[config.mk]
export PLATFORM = sky130hd
export DESIGN_NAME = rx_mod
export DESIGN_NICKNAME = d
export VERILOG_FILES = /design/src/rtl/rx_mod.sv
export SDC_FILE = /design/constraint.sdc
export NUM_CORES = 1
export LEC_CHECK = 0
export ABC_AREA = 0
export CAP_MARGIN = 20
export CORE_MARGIN = 5
export CORE_UTILIZATION = 50
export CTS_BUF_LIST = sky130_fd_sc_hd__clkbuf_4 sky130_fd_sc_hd__clkbuf_8 sky130_fd_sc_hd__clkbuf_16
export DETAILED_ROUTE_END_ITERATION = 10
export PLACE_DENSITY = 0.68
export SETUP_SLACK_MARGIN = 0.2
export SYNTH_ARGS = -nofsm -noshare
export SYNTH_HDL_FRONTEND = slang
export SYNTH_SLANG_ARGS = --single-unit
export TNS_END_PERCENT = 1
[constraint.sdc]
create_clock -name clk -period 3.4 [get_ports clk]
set_clock_uncertainty 0.15 [all_clocks]
set_input_delay 0.34 -clock clk [delete_from_list [all_inputs] [get_ports clk]]
set_output_delay 0.34 -clock clk [all_outputs]
set_load 0.03 [all_outputs]
[src/rtl/rx_mod.sv]
// rx_mod -- 8N1 UART receiver with 16x oversampling, mid-bit start
// qualification, stop-bit check and a single-byte holding register.
//
// Parameters:
//   OS_DIV      clk cycles per oversample tick (bit period = 16*OS_DIV clk)
//   SYNC_STAGES flops in the rxd synchronizer (2..3)
//
// Ports:
//   clk        system clock
//   rst        synchronous reset, active-high
//   rxd        asynchronous serial input, idles high
//   rd         one-cycle consume strobe; clears rx_rdy and the error flags
//   dout       received byte, dout[0] = first data bit on the line
//   rx_rdy     dout holds an unread byte
//   frame_err  stop bit of the byte in dout was sampled 0
//   overrun    a byte completed while rx_rdy=1 and was discarded
//   rx_busy    receiver is not idle
//   parity_err (RX_PARITY_EN only) even-parity check failed for dout
//
// Build option: define RX_PARITY_EN to expect an even-parity bit between
// D7 and the stop bit (11-bit frames).

module rx_mod #(
   parameter int OS_DIV      = 27,
   parameter int SYNC_STAGES = 2
) (
   input  logic       clk,
   input  logic       rst,
   input  logic       rxd,
   input  logic       rd,
   output logic [7:0] dout,
   output logic       rx_rdy,
   output logic       frame_err,
   output logic       overrun,
   output logic       rx_busy
`ifdef RX_PARITY_EN
   ,
   output logic       parity_err
`endif
);

   localparam int PW = (OS_DIV > 1) ? $clog2(OS_DIV) : 1;
   localparam logic [PW-1:0] PRESC_LAST = PW'(OS_DIV - 1);

   localparam logic [2:0] IDLE   = 3'd0;
   localparam logic [2:0] START  = 3'd1;
   localparam logic [2:0] DATA   = 3'd2;
   localparam logic [2:0] STOP   = 3'd3;
   localparam logic [2:0] BRK    = 3'd4;
`ifdef RX_PARITY_EN
   localparam logic [2:0] PARITY = 3'd5;
`endif

   logic [SYNC_STAGES-1:0] sync;
   logic                   rs;
   logic [2:0]             state;
   logic [PW-1:0]          presc;
   logic                   tick;
   logic [3:0]             tcnt;
   logic [3:0]             bcnt;
   logic [7:0]             shreg;
   logic                   commit;
   logic                   stop_s;
`ifdef RX_PARITY_EN
   logic                   par_bad;
`endif

   assign rs      = sync[SYNC_STAGES-1];
   assign tick    = (state != IDLE) && (presc == PRESC_LAST);
   assign rx_busy = (state != IDLE);

   always_ff @(posedge clk) begin
      if (rst) begin
         sync      <= '1;
         state     <= IDLE;
         presc     <= '0;
         tcnt      <= '0;
         bcnt      <= '0;
         shreg     <= '0;
         commit    <= 1'b0;
         stop_s    <= 1'b0;
         dout      <= '0;
         rx_rdy    <= 1'b0;
         frame_err <= 1'b0;
         overrun   <= 1'b0;
`ifdef RX_PARITY_EN
         par_bad    <= 1'b0;
         parity_err <= 1'b0;
`endif
      end else begin
         sync   <= {sync[SYNC_STAGES-2:0], rxd};
         commit <= 1'b0;

         // Held at 0 while idle, so the first tick after a start edge
         // arrives exactly OS_DIV cycles after detection.
         if (state == IDLE || state == BRK || presc == PRESC_LAST)
            presc <= '0;
         else
            presc <= presc + 1'b1;

         case (state)
            IDLE: begin
               tcnt <= '0;
               if (!rs)
                  state <= START;
            end
            START: begin
               if (tick) begin
                  if (tcnt == 4'd7) begin
                     tcnt <= '0;
                     if (rs) begin
                        state <= IDLE;
                     end else begin
                        state <= DATA;
                        bcnt  <= '0;
                     end
                  end else begin
                     tcnt <= tcnt + 1'b1;
                  end
               end
            end
            DATA: begin
               if (tick) begin
                  tcnt <= tcnt + 1'b1;
                  if (tcnt == 4'd15) begin
                     shreg <= {rs, shreg[7:1]};
                     bcnt  <= bcnt + 1'b1;
                     if (bcnt == 4'd7)
`ifdef RX_PARITY_EN
                        state <= PARITY;
`else
                        state <= STOP;
`endif
                  end
               end
            end
`ifdef RX_PARITY_EN
            PARITY: begin
               if (tick) begin
                  tcnt <= tcnt + 1'b1;
                  if (tcnt == 4'd15) begin
                     par_bad <= rs ^ (^shreg);
                     state   <= STOP;
                  end
               end
            end
`endif
            STOP: begin
               if (tick) begin
                  tcnt <= tcnt + 1'b1;
                  if (tcnt == 4'd15) begin
                     stop_s <= rs;
                     commit <= 1'b1;
                     // Re-arm at mid-stop; a low stop parks in BRK until the
                     // line returns high so the break is not read as a start.
                     state  <= rs ? IDLE : BRK;
                  end
               end
            end
            BRK: begin
               if (rs)
                  state <= IDLE;
            end
            default: state <= IDLE;
         endcase

         if (commit) begin
            if (!rx_rdy || rd) begin
               dout      <= shreg;
               rx_rdy    <= 1'b1;
               frame_err <= ~stop_s;
`ifdef RX_PARITY_EN
               parity_err <= par_bad;
`endif
               if (rd)
                  overrun <= 1'b0;
            end else begin
               overrun <= 1'b1;
            end
         end else if (rd) begin
            rx_rdy    <= 1'b0;
            frame_err <= 1'b0;
            overrun   <= 1'b0;
`ifdef RX_PARITY_EN
            parity_err <= 1'b0;
`endif
         end
      end
   end

endmodule

==> key figures <==
Placement
  • Number of input and output port buffers inserted: 15
  • Routability-driven placement congestion ratio: 0.8618
  • HPWL after DPL: roughly 2.2 mm

Clocking
  • Number of hold-repair buffers added at the cts stage: 0
  • Clock H-tree levels: 2
  • Root buffer cell: clkbuf_4
  • TritonCTS buffer count: 5
  • Clock transition time at the flip-flop clock pins of the worst setup and hold paths: ~110 ps
  • Skew-Pair Late Insertion Delay: 330 ps
  • Post-CTS repair timing setup buffer count: 0
  • Max Buffers Root-to-Sink: 2
  • Number of gates resized after cts: 0
  • Clock sink count: 39
  • TritonCTS clock tree: done

Yosys
  • Top FF cell, synth: dfxtp_1
  • Post-Syn Area: 1682 µm²
  • Fraction of the yosys area taken by sequential cells: 46.43%
  • Cell variety after synth: 39
  • Xor/xnor share of the synthesized area: approximately 1.6%
  • Area share of fa/ha/maj cells after synthesis: 2.976%
  • Syn avg cell area: 9.240 µm²
  • FF+latch count, synth: 39
  • Number of warnings issued by yosys: 0
  • Share of the synthesized area in compound gates (AO/OA/AOI/OAI): 9.449%
  • Simple-Gate Fraction of Synth Area: 23.14%
  • Proportion of synthesized area in mux cells: 11.98%
  • Share of flip-flops with an asynchronous set or reset after synthesis: 0%
  • Main combinational cell family by area after synthesis: simple AND/OR/NAND/NOR gates
  • Number of instances in the synthesized netlist: 182
  • Count of flip-flops with a built-in enable after synthesis: 0
  • Net count of the mapped netlist: 190

Critical path
  • Source of the critical timing path: state[0]
  • CP arrival: 1860 ps
  • Critical path peak fanout: 12
  • Capture point of the worst path: rx_busy
  • Cell count along the critical path: 3
  • Reg2Reg Setup Slack: 1180 ps
  • Cell-by-cell listing of the critical path: nor2_1, nand2_1, clkdlybuf4s50_1
  • Startpoint type of the worst setup path: flip-flop
  • Family with the most delay on the worst path: buffers and inverters
  • Endpoint kind of the worst setup timing path: output pin
  • Worst path max stage delay: around 660 ps
  • Worst reg2reg path endpoint: bcnt[3]
  • Worst flop-to-flop path startpoint: tcnt[0]
  • Worst Setup Path Type: reg2out
  • Count of cells along the worst register-to-register path: 6
  • Number of buffer and inverter stages on the critical path: 1
  • Critical-path cell with the highest stage delay: clkdlybuf4s50_1
  • Data required time of the worst path: 2910 ps

Timing
  • Final hold vios: 0
  • Post-route fraction of the period consumed by the critical path: 69.20%
  • Post-layout minimum cycle time: 2353 ps
  • Highest achievable clock rate: 425.0 MHz
  • Final number of max-transition violations: 0
  • Setup total negative slack: 0 ps
  • Transition at the pin with the smallest max-transition slack: just over 600 ps
  • Remaining max-slew budget at the tightest pin: 59.71%
  • RSZ-0062 raised after global routing: false
  • Final-report setup violation count: 0

Layout
  • Antenna diode count: 0
  • Number of nets in the layout: roughly 200
  • Leading cell types in the layout, fill and taps excluded: dfxtp_1 (39), nor2_1 (38), mux2i_1 (19)
  • Ratio of cells with drive above 1 in the final layout: just over 9%
  • Area added between synthesis and finish: 13.54%
  • Most common library cell in the layout ignoring fill and taps: dfxtp_1
  • Utilization after layout: 58.13%

Global route
  • Wire length of the first global-routing pass: 5.347 mm
  • Number of antenna violations at the first check in global routing: 0
  • GRT Util Overall: 15.24%
  • Total congestion overflow: 0
  • Pin count of the biggest net entering global routing: 20
  • Vias in the first global route: approximately 1,300

Floorplan
  • Core outline area: approximately 3300 µm²
  • Die outline area: 4623 µm²
  • Vertical die dimension: 68.00 µm
  • Width of the die: 68.00 µm
  • IO Pins: 16
  • Starting density of the core: 51.20%
  • Total number of placement rows: 21

Detailed routing
  • Remaining antenna violation count after routing: 0
  • Violation count after the first detailed-route iteration: around 120
  • Count of vias placed by the detailed router: 1,300
  • Average wire per standard cell: approximately 12 µm
  • Number of detailed-routing iterations run before antenna repair: 4
  • Routed Wire Length: 2.994 mm
  • Ratio of routed vias to standard cells: 5.328
  • Number of remaining DRC errors: 0

Power
  • Reported leakage power: 0.7540 nW
  • Largest voltage drop on the vdd net: roughly 0.22 mV
  • Power density relative to cell area: 423.7 nW/µm²

Run status
  • Status: finished clean

Job
  • Max_cap viols: 0

Worst hold path
  • Hold Crit Class: reg2reg
  • Source of the worst hold timing path: sync[0]
## worst reg2reg max path, cell delays in order (launching register included)
cell	delay, ps
dfxtp_1	390
ha_1	250
nand3_1	130
or2_4	270
nor2_2	470
a41oi_1	200
a311oi_1	260
## per-layer routing
metal | vias up | part of all wire [%] | track usage [%]
li1 | 660 | - | -
met1 | 607 | 45 | 17.76
met2 | 29 | 49 | 24.91
met3 | 4 | 5.0 | 5.090
met4 | 0 | 1.1 | 7.444
met5 | - | 0 | 0
## cells by family (layout without fill, tap and decap cells)
logic type	Yosys count	after routing
simple gates	77	77
compound gates	24	24
xor+xnor	3	3
flops	39	39
mux	20	20
fa+ha+maj	4	4
buf+inv	15	31
## per-stage QoR
stage | instance area, µm² | power, mW | hold WS, ps | instances | setup slack, ps
6_report | 1909 | 0.8091 | 278.1 | 244 | 1047
3_3_place_gp | 1852 | 0.5867 | 244.1 | 236 | 1272
5_1_grt | 1909 | 0.8506 | 318.6 | 244 | 925.1
2_1_floorplan | 1682 | 0.5645 | 239.5 | 182 | 1649
4_1_cts | 1909 | 0.8197 | 287.9 | 244 | 1040
3_5_place_dp | 1852 | 0.5887 | 263.8 | 236 | 1188
## cell type report
type	count	area, µm²
clock buffer	6	45.04
clock inverter	2	12.51
fill	290	1375
inverter	6	22.52
multi-input combinational	128	825.8
sequential	39	780.7
tap	46	57.56
timing repair buffer	17	165.2
## Yosys cell counts (all sizes together), types with 2 or more instances
cell type   n  area [µm²]
buf         4       32.53
nand4b      2       32.53
nor3        4       25.02
inv         6       22.52
ha          4       50.05
clkbuf      5       20.01
nand2       9       33.78
o21ai       5       25.02
a21oi       6       30.03
dfxtp      39       780.8
a31oi       2       12.51
and2        2       12.51
a41oi       2       17.52
a311oi      2       17.52
nand3       8       40.04
o211ai      2       15.01
mux2i      19       190.2
nor2b       4       25.02
xor2        2       17.52
or2         4       30.03
nor2       39       148.9
## worst min path at each step
stage	to	slack, ps	cells after the start
2_1_floorplan	sync[1]	240	1
3_3_place_gp	sync[1]	240	1
3_5_place_dp	sync[1]	260	1
4_1_cts	sync[1]	290	1
5_1_grt	sync[1]	320	1
6_report	sync[1]	280	1
## report_power, final
| part | internal, mW | switching (mW) |
|---|---|---|
| combinational | 0.0405 | 0.0554 |
| sequential | 0.466 | 0.0171 |
| clock | 0.0878 | 0.142 |
## sequential cells by signal, indices dropped and copies added, names as in the netlist
name       cells
bcnt           4
shreg          8
state          3
dout           8
presc          5
sync           2
commit         1
overrun        1
stop_s         1
rx_rdy         1
frame_err      1
tcnt           4
Power figures use the tool's default switching activity.
